`src/rtl/pc_fetch_sequencer_if.sv`:
```
// pc_fetch_sequencer_if
//   Groups the PC-register, instruction-memory and decode-stage signals of the
//   fetch sequencer into one bundle.
//   master : the sequencer (drives pc_next, imem_req, fetch_valid, fetch_pc,
//            flush and, with PC_FETCH_ALIGN_CHECK_EN, trap/trap_addr)
//   slave  : the surrounding pipeline (drives pc_cur, imem_ready, stall,
//            branch_taken/branch_target, jump/jump_target)
//   Optional: `define PC_FETCH_ALIGN_CHECK_EN adds trap and trap_addr.
interface pc_fetch_sequencer_if;
  logic [31:0] pc_cur;
  logic [31:0] pc_next;
  logic        imem_req;
  logic        imem_ready;
  logic        stall;
  logic        branch_taken;
  logic [31:0] branch_target;
  logic        jump;
  logic [31:0] jump_target;
  logic        fetch_valid;
  logic [31:0] fetch_pc;
  logic        flush;
`ifdef PC_FETCH_ALIGN_CHECK_EN
  logic        trap;
  logic [31:0] trap_addr;

  modport master (
    input  pc_cur, imem_ready, stall, branch_taken, branch_target,
           jump, jump_target,
    output pc_next, imem_req, fetch_valid, fetch_pc, flush, trap, trap_addr
  );

  modport slave (
    output pc_cur, imem_ready, stall, branch_taken, branch_target,
           jump, jump_target,
    input  pc_next, imem_req, fetch_valid, fetch_pc, flush, trap, trap_addr
  );
`else
  modport master (
    input  pc_cur, imem_ready, stall, branch_taken, branch_target,
           jump, jump_target,
    output pc_next, imem_req, fetch_valid, fetch_pc, flush
  );

  modport slave (
    output pc_cur, imem_ready, stall, branch_taken, branch_target,
           jump, jump_target,
    input  pc_next, imem_req, fetch_valid, fetch_pc, flush
  );
`endif
endinterface

```
`src/rtl/pc_fetch_sequencer.sv`:
```
// pc_fetch_sequencer
//   Owns the next-address input of an enable-less, reset-less PC register and
//   issues instruction fetch requests at pc_cur. Chooses between reset vector,
//   hold, sequential increment, taken branch and jump; a control transfer
//   produces a one-cycle flush pulse followed by a one-cycle redirect bubble.
// Ports:
//   clk  - system clock, all state changes on posedge
//   rst  - synchronous active-high reset
//   bus  - pc_fetch_sequencer_if.master (pc_cur/pc_next, imem_req/imem_ready,
//          stall, branch/jump controls, fetch_valid/fetch_pc, flush)
// Optional: `define PC_FETCH_ALIGN_CHECK_EN redirects misaligned jump/branch
//   targets to TRAP_VECTOR and reports them on trap/trap_addr.
module pc_fetch_sequencer #(
  parameter logic [31:0] RESET_VECTOR = 32'h0000_0000,
  parameter int unsigned INSTR_BYTES  = 4
`ifdef PC_FETCH_ALIGN_CHECK_EN
  ,
  parameter logic [31:0] TRAP_VECTOR  = 32'h0000_0100
`endif
) (
  input  logic                  clk,
  input  logic                  rst,
  pc_fetch_sequencer_if.master  bus
);

  typedef enum logic [1:0] {
    BOOT     = 2'b00,
    FETCH    = 2'b01,
    REDIRECT = 2'b10
  } state_t;

  state_t      state_q;
  state_t      state_nx;

  logic [31:0] pc_next;
  logic        imem_req;
  logic        fetch_valid;
  logic        flush;
  logic        redirect;
  logic [31:0] redir_target;
`ifdef PC_FETCH_ALIGN_CHECK_EN
  logic        trap;
  logic [31:0] trap_addr;
`endif

  // Jump outranks a simultaneous taken branch.
  assign redirect     = bus.jump | bus.branch_taken;
  assign redir_target = bus.jump ? bus.jump_target : bus.branch_target;

  always_ff @(posedge clk) begin
    if (rst) begin
      state_q <= BOOT;
    end else begin
      state_q <= state_nx;
    end
  end

  always_comb begin
    state_nx    = state_q;
    pc_next     = bus.pc_cur;
    imem_req    = 1'b0;
    fetch_valid = 1'b0;
    flush       = 1'b0;
`ifdef PC_FETCH_ALIGN_CHECK_EN
    trap        = 1'b0;
    trap_addr   = '0;
`endif
    if (rst) begin
      // Reset overrides whatever the state register holds, so an in-flight
      // redirect or fetch is simply dropped.
      state_nx = BOOT;
      pc_next  = RESET_VECTOR;
    end else begin
      case (state_q)
        BOOT: begin
          pc_next  = RESET_VECTOR;
          state_nx = FETCH;
        end
        FETCH: begin
          imem_req = 1'b1;
          if (redirect) begin
            // Any fetch returning this cycle belongs to the squashed path.
            flush    = 1'b1;
            pc_next  = redir_target;
            state_nx = REDIRECT;
`ifdef PC_FETCH_ALIGN_CHECK_EN
            if (redir_target[1:0] != 2'b00) begin
              pc_next   = TRAP_VECTOR;
              trap      = 1'b1;
              trap_addr = redir_target;
            end
`endif
          end else if (bus.stall || !bus.imem_ready) begin
            pc_next = bus.pc_cur;
          end else begin
            fetch_valid = 1'b1;
            pc_next     = bus.pc_cur + 32'(INSTR_BYTES);
          end
        end
        REDIRECT: begin
          // Branch/jump inputs here come from squashed instructions.
          pc_next  = bus.pc_cur;
          state_nx = FETCH;
        end
        default: begin
          state_nx = BOOT;
          pc_next  = RESET_VECTOR;
        end
      endcase
    end
  end

  assign bus.pc_next     = pc_next;
  assign bus.imem_req    = imem_req;
  assign bus.fetch_valid = fetch_valid;
  assign bus.fetch_pc    = bus.pc_cur;
  assign bus.flush       = flush;
`ifdef PC_FETCH_ALIGN_CHECK_EN
  assign bus.trap        = trap;
  assign bus.trap_addr   = trap_addr;
`endif

endmodule

```
`src/flat_wrapper.sv`:
```
// flat-port wrapper written by rule: the top's interface ports become plain ports
module pc_fetch_sequencer_flat 
#(
  parameter logic [31:0] RESET_VECTOR = 32'h0000_0000,
  parameter int unsigned INSTR_BYTES  = 4

)
  (clk, rst, bus_pc_cur, bus_imem_ready, bus_stall, bus_branch_taken, bus_branch_target, bus_jump, bus_jump_target, bus_pc_next, bus_imem_req, bus_fetch_valid, bus_fetch_pc, bus_flush);
  pc_fetch_sequencer_if bus_i ();
  input  logic clk;
  input  logic rst;
  input wire logic [$bits(bus_i.pc_cur)-1:0] bus_pc_cur;
  input wire logic [$bits(bus_i.imem_ready)-1:0] bus_imem_ready;
  input wire logic [$bits(bus_i.stall)-1:0] bus_stall;
  input wire logic [$bits(bus_i.branch_taken)-1:0] bus_branch_taken;
  input wire logic [$bits(bus_i.branch_target)-1:0] bus_branch_target;
  input wire logic [$bits(bus_i.jump)-1:0] bus_jump;
  input wire logic [$bits(bus_i.jump_target)-1:0] bus_jump_target;
  output wire logic [$bits(bus_i.pc_next)-1:0] bus_pc_next;
  output wire logic [$bits(bus_i.imem_req)-1:0] bus_imem_req;
  output wire logic [$bits(bus_i.fetch_valid)-1:0] bus_fetch_valid;
  output wire logic [$bits(bus_i.fetch_pc)-1:0] bus_fetch_pc;
  output wire logic [$bits(bus_i.flush)-1:0] bus_flush;
  assign bus_i.pc_cur = bus_pc_cur;
  assign bus_i.imem_ready = bus_imem_ready;
  assign bus_i.stall = bus_stall;
  assign bus_i.branch_taken = bus_branch_taken;
  assign bus_i.branch_target = bus_branch_target;
  assign bus_i.jump = bus_jump;
  assign bus_i.jump_target = bus_jump_target;
  assign bus_pc_next = bus_i.pc_next;
  assign bus_imem_req = bus_i.imem_req;
  assign bus_fetch_valid = bus_i.fetch_valid;
  assign bus_fetch_pc = bus_i.fetch_pc;
  assign bus_flush = bus_i.flush;
  pc_fetch_sequencer #(.RESET_VECTOR(RESET_VECTOR), .INSTR_BYTES(INSTR_BYTES)) u_core (.clk(clk), .rst(rst), .bus(bus_i));
endmodule
```
`config.mk`:
```
export PLATFORM = sky130hd
export DESIGN_NAME = pc_fetch_sequencer_flat
export DESIGN_NICKNAME = d
export VERILOG_FILES = /design/src/rtl/pc_fetch_sequencer_if.sv /design/src/rtl/pc_fetch_sequencer.sv /design/src/flat_wrapper.sv
export SDC_FILE = /design/constraint.sdc
export NUM_CORES = 1
export LEC_CHECK = 0
export ABC_AREA = 1
export CORE_UTILIZATION = 36
export DETAILED_ROUTE_END_ITERATION = 8
export HOLD_SLACK_MARGIN = 0.06
export PLACE_DENSITY_LB_ADDON = 0.25
export SYNTH_ARGS = -nofsm -noshare
export SYNTH_HDL_FRONTEND = slang
export SYNTH_SLANG_ARGS = --single-unit
```
`constraint.sdc`:
```
create_clock -name clk -period 2 [get_ports clk]
set_input_delay 0.5 -clock clk [delete_from_list [all_inputs] [get_ports clk]]
set_output_delay 0.5 -clock clk [all_outputs]
set_load 0.05 [all_outputs]
```
==> impl_metrics.csv, run 1 <==
group,metric,value,unit
status,status,"aborted with a tool error",
status,haltStage,"4_1_cts",
status,firstError,"[ERROR DPL-0038] Utilization greater than 100%, impossible to legalize",
yosys,syn_area,0.00232,mm2
floorplanning,start_util,0.383,
placed_design,dpl.hpwl,10500,um
cts,clk_path_buf_depth,2,
yosys,yosys_most_used_dff,"dfxtp_1",
yosys,synth_top_area_frac,0.176,
cts,h-tree-depth,1,
yosys,synth_nets,523,
placed_design,place.gp.congestion,0.925,
yosys,avgSynthCellArea,5.57,um2
yosys,synth_top_area_cell,"nand2_1",
floorplanning,die_width,82.3,um
cts,cts_resized,282,
cts,cts_setup_buffers,22,
yosys,synth_area_leaders,"nand2_1, buf_4, o221a_2, a21oi_1, nor2_1",
floorplanning,rows,28,
floorplanning,ios,169,
floorplanning,die_h,82.3,um
yosys,synth_warnings,0,
cts,numClockSinks,2,
yosys,ys_ff_latch,2,
cts,cts_hold_buf,0,
yosys,synth_edf_count,0,
yosys,syn_inst,417,
yosys,ys_seq_area_frac,0.0172,
placed_design,postPlaceCellArea,0.00555,mm2
placed_design,portBuffers,168,
yosys,async_flop_share,0,
cts,cts_made_buffers,3,
cts,clockRootBuffer,"clkbuf_8",
placed_design,dp_slack,-1.00,ns
yosys,ys_types,36,
cell usage after synthesis, types with 4 or more instances:
| cell | instances |
|---|---|
| buf_2 | 8 |
| nand3_1 | 27 |
| nor2_4 | 7 |
| nor2_2 | 10 |
| nand2_2 | 4 |
| a21oi_2 | 6 |
| nand2_1 | 109 |
| nor3_1 | 12 |
| o221a_2 | 19 |
| inv_2 | 5 |
| o21ai_0 | 27 |
| nor2_1 | 42 |
| inv_1 | 26 |
| nand4_1 | 4 |
| a21oi_1 | 33 |
| buf_4 | 32 |
| clkbuf_1 | 9 |
| ha_1 | 4 |
| nand3b_1 | 6 |
stage by stage:
step           hold slack [ns]  instances   util
2_1_floorplan            0.481        417      -
3_3_place_gp             0.510        690  0.916
3_5_place_dp             0.549        690  0.916
cell families after synthesis:
group,count (synthesis),synth area share
simple gates,229,0.479
compound gates,100,0.291
buf+inv,81,0.187
fa+ha+maj,4,0.0215
flops,2,0.0172
xor+xnor,1,0.00377
==> run 2: changes to the inputs <==
--- a/config.mk
+++ b/config.mk
@@ -6,10 +6,9 @@
 export NUM_CORES = 1
 export LEC_CHECK = 0
 export ABC_AREA = 1
-export CORE_UTILIZATION = 36
+export CORE_UTILIZATION = 31
 export DETAILED_ROUTE_END_ITERATION = 8
-export HOLD_SLACK_MARGIN = 0.06
-export PLACE_DENSITY_LB_ADDON = 0.25
+export PLACE_DENSITY_LB_ADDON = 0.15
 export SYNTH_ARGS = -nofsm -noshare
 export SYNTH_HDL_FRONTEND = slang
 export SYNTH_SLANG_ARGS = --single-unit
==> run 2 against run 1 <==
Net effect: the flow now finishes, with violations (setup timing); synthesized cell count did not move; area after synthesis did not move.
==> impl_metrics.csv, run 2 <==
group,metric,value,unit
status,status,"finished, violations left",
status,violations,"setup timing",
yosys,ys_ff_latch,2,
hold_path,hold_class,"reg2reg",
timing,slew_violations,0,
power,pwr-share-comb,0.903,
yosys,ys_types,36,
critical_path,end_kind,"output port",
cts,insertion_delay,0.21,ns
yosys,ys_seq_area_frac,0.0172,
power,p_int,1070,uW
yosys,synth_common_cells,"nand2_1, nor2_1, a21oi_1, buf_4",
placed_design,dpl.hpwl,9420,um
cells_and_area,antennaDiodeCount,0,
cts,clockRootBuffer,"clkbuf_8",
cts,cts_made_buffers,3,
power,p_switching,1110,uW
yosys,synth_top_area_frac,0.176,
floorplanning,coreArea,0.00725,mm2
timing,fmaxAchievable,379,MHz
critical_path,critPathLaunch,"bus_pc_cur[6]",
global_routing,antenna_found_initial,0,
detailed_routing,wl_per_cell,26.7,um
hold_path,min_delay_worst_endpoint,"u_core.state_q[0]$_SDFFE_PP0P_",
cells_and_area,largest_register_ffs,2,
yosys,async_flop_share,0,
detailed_routing,wirelength,20400,um
power,clkPwrFrac,0.073,
yosys,synth_warnings,0,
critical_path,arrival,2.14,ns
yosys,synth_area_leaders,"nand2_1, buf_4, o221a_2, a21oi_1, nor2_1",
timing,finalSetupViolCount,34,
cts,clk_path_buf_depth,2,
cells_and_area,stdcell_count,764,
placed_design,postPlaceCellArea,0.00559,mm2
timing,fin_ws,-0.635,ns
timing,skew,0.0000560,ns
critical_path,critical_path_required,1.50,ns
timing,worst_pin_slew,0.390,ns
floorplanning,ios,169,
cts,clkSlewWorstSetupHoldPaths,0.03,ns
timing,min_period_over_period,1.32,
timing,max_slew_margin,0.738,
timing,fin_setup_tns,-11.42,ns
global_routing,met1_usage,0.379,
global_routing,use_met3,0.0569,
yosys,syn_inst,417,
yosys,syn_area,0.00232,mm2
detailed_routing,dr.pass1.iters,5,
timing,whs,0.617,ns
cells_and_area,largestRegisters,"u_core.state_q x2",
placed_design,dpl.cell_count,716,
yosys,synth_nets,523,
cells_and_area,design_area,0.00690,mm2
cells_and_area,fin_nets,773,
global_routing,grt_max_degree,22,
cells_and_area,final_common_cell,"buf_4",
power,vdd_drop_max,0.339,mV
critical_path,start_kind,"input pin",
floorplanning,start_util,0.320,
detailed_routing,drc,0,
cells_and_area,syn_to_final_growth,197,%
cts,h-tree-depth,1,
placed_design,portBuffers,168,
placed_design,dp_slack,-0.933,ns
global_routing,use_met2,0.662,
cells_and_area,drive_gt1_frac,0.681,
cts,cts_hold_buf,0,
yosys,synth_top_area_cell,"nand2_1",
hold_path,whs_path_depth,2,
critical_path,r2r-start,"u_core.state_q[1]$_SDFFE_PP0P_",
power,p_leak,0.00266,uW
hold_path,hold_path_startpoint,"u_core.state_q[0]$_SDFFE_PP0P_",
power,swShare,0.510,
yosys,yosysMostFrequentCell,"nand2_1",
floorplanning,die_width,88.6,um
power,seqPwrFrac,0.024,
placed_design,place.gp.congestion,0.876,
cells_and_area,regMostFlops,"u_core.state_q",
timing,hold_viol,0,
critical_path,r2r-end,"u_core.state_q[0]$_SDFFE_PP0P_",
critical_path,reg2regPathDepth,9,
cells_and_area,layout_common_cells,"buf_4, buf_12, nand2_1",
floorplanning,rows,31,
timing,period_needed,2.64,ns
global_routing,grtUsageTotal,0.347,
yosys,avgSynthCellArea,5.57,um2
floorplanning,dieArea,0.00785,mm2
cts,tritoncts,"done",
yosys,yosys_most_used_dff,"dfxtp_1",
detailed_routing,ant_nets,0,
global_routing,grt.overflow.total,0,
detailed_routing,viasPerCell,6.47,
global_routing,grt_pass1_wl,21100,um
yosys,synth_edf_count,0,
critical_path,cp_max_fo,4,
power,power.density,315,mW/mm2
floorplanning,die_h,88.6,um
detailed_routing,detail_route.iter0.violations,533,
cts,numClockSinks,2,
critical_path,crit_type,"in2out",
global_routing,grt_busiest_layer,"met2",
critical_path,r2r_slack,0.41,ns
run,cap_violations,0,
timing,grt_setup_unrepaired,"true",
detailed_routing,dr_total_vias,4941,
global_routing,grt_pass1_vias,4349,
## run 2: cell counts after synthesis
No cell type changed its count.
## run 2: worst max-delay path: stages
cell      delay (ns)
buf_8           0.10
nand2_4         0.07
nor2_4          0.20
nand3b_1        0.35
nor2_2          0.27
nand3_2         0.13
nand3_2         0.09
nand2_2         0.08
a21oi_4         0.19
buf_12          0.15
## run 2: area by class of cell
class	count	area (um2)
clock buffer	3	41.3
timing repair buffer	295	3510
multi-input combinational	334	3000
inverter	31	175
fill	172	357
sequential	2	42.5
tap	99	124
## run 2: worst max path at each step
stage | cells past startpoint | end | slack (ns)
after floorplan | 9 | bus_pc_next[24] | -0.14
after global placement | 11 | bus_pc_next[24] | -0.86
after detailed placement | 11 | bus_pc_next[24] | -0.93
after CTS | 12 | bus_pc_next[27] | -0.33
after global routing | 10 | bus_pc_next[27] | -0.63
final | 10 | bus_pc_next[27] | -0.64
## run 2: metal layers
layer	vias up	share of wire
met5	-	0
met4	0	0.091
met3	205	0.12
met2	537	0.47
met1	2293	0.32
li1	1906	-
## run 2: power by group through the flow
stage          logic [uW]  clock network [uW]  registers (uW)
2_1_floorplan         788                   0            47.2
3_3_place_gp         1510                   0            47.4
3_5_place_dp         1540                   0            47.8
4_1_cts              1710                 158            50.1
5_1_grt              2000                 163            52.8
6_report             1960                 158            52.8
## run 2: cells by family (layout without fill, tap and decap cells)
logic type / Yosys count / count (layout) / share of synthesized area
flip-flops: 2 / 2 / 0.0172
buffers and inverters: 81 / 329 / 0.187
AND/OR/NAND/NOR: 229 / 229 / 0.479
adder cells (fa/ha/maj): 4 / 4 / 0.0215
XOR/XNOR: 1 / 1 / 0.00377
AO/OA/AOI/OAI: 100 / 100 / 0.291
## run 2: stage by stage
stage / util / total power (uW)
3_5_place_dp: 0.770 / 1590
4_1_cts: 0.876 / 1920
2_1_floorplan: - / 835
6_report: 0.951 / 2170
5_1_grt: 0.951 / 2210
3_3_place_gp: 0.770 / 1560
## run 2: timing repair
item / CTS / global route
cloned: 2 / 0
hold endpoints to repair: 0 / 0
buffers inserted: 24 / 20
pin swaps: 81 / 88
gates resized for setup: 279 / 120
endpoints found under the setup margin: 34 / 33
No activity file was read; power rests on OpenSTA's default activity.
==> run 3: changes to the inputs <==
--- a/config.mk
+++ b/config.mk
@@ -5,7 +5,6 @@
 export SDC_FILE = /design/constraint.sdc
 export NUM_CORES = 1
 export LEC_CHECK = 0
-export ABC_AREA = 1
 export CORE_UTILIZATION = 31
 export DETAILED_ROUTE_END_ITERATION = 8
 export PLACE_DENSITY_LB_ADDON = 0.15
==> run 3 against run 2 <==
Net effect: synthesized cell count fell by 28%; area after synthesis fell by 14%; the flow now stops in 4_1_cts.
==> impl_metrics.csv, run 3 <==
group,metric,value,unit
status,status,"aborted with a tool error",
status,haltStage,"4_1_cts",
status,firstError,"[ERROR DPL-0038] Utilization greater than 100%, impossible to legalize",
cts,clk_path_buf_depth,2,
cts,cts_made_buffers,3,
yosys,synth_area_leaders,"buf_4, o221ai_1, o21ai_0, a21oi_1, mux2i_1",
yosys,synth_xor_area_frac,0.00881,
yosys,synth_top_area_frac,0.121,
placed_design,dp_slack,-1.21,ns
yosys,synth_top_area_cell,"buf_4",
yosys,synth_top_family_by_area,"compound AO/OA/AOI/OAI gates",
floorplanning,die_width,82.1,um
yosys,yosysMostFrequentCell,"buf_4",
yosys,async_flop_share,0,
cts,cts_hold_buf,0,
floorplanning,start_util,0.328,
floorplanning,ios,169,
cts,cts_resized,266,
yosys,synth_nets,407,
cts,numClockSinks,2,
floorplanning,die_h,82.1,um
yosys,syn_area,0.00199,mm2
yosys,synth_edf_count,0,
yosys,synth_compound_area_frac,0.415,
yosys,synth_common_cells,"buf_4, o21ai_0, o221ai_1, nand2_1, a21oi_1",
yosys,ys_ff_latch,2,
yosys,yosys_most_used_dff,"dfxtp_1",
yosys,synth_warnings,0,
cts,clockRootBuffer,"clkbuf_8",
yosys,ys_types,53,
placed_design,place.gp.congestion,0.864,
cts,cts_setup_buffers,29,
yosys,syn_inst,301,
yosys,avgSynthCellArea,6.61,um2
yosys,synthAdderAreaFrac,0.0252,
placed_design,dpl.hpwl,9550,um
yosys,ys_seq_area_frac,0.0201,
cts,h-tree-depth,1,
placed_design,dpl.cell_count,613,
yosys,synth.area.mux_share,0.0453,
placed_design,portBuffers,168,
yosys,yosys.area_share.simple,0.296,
floorplanning,rows,28,
==> run 3: cell types whose count changed after synthesis, moves of 10 or more <==
| cell | before | now |
|---|---|---|
| nand2_1 | 109 | 22 |
| nor2_2 | 10 | 0 |
| nor2_1 | 42 | 18 |
| o221ai_1 | 0 | 23 |
| o221a_2 | 19 | 0 |
| nand3_1 | 27 | 9 |
| a21oi_1 | 33 | 20 |
==> run 3: kinds of logic after synthesis <==
| family | Yosys count |
|---|---|
| simple gates | 102 |
| mux | 9 |
| buf+inv | 68 |
| flops | 2 |
| xor+xnor | 2 |
| compound gates | 114 |
| fa+ha+maj | 4 |
==> run 3: through the flow <==
step | cell area (um2) | hold slack, ns
after detailed placement | 5280 | 0.615
after global placement | 5280 | 0.580
after floorplan | 2590 | 0.478
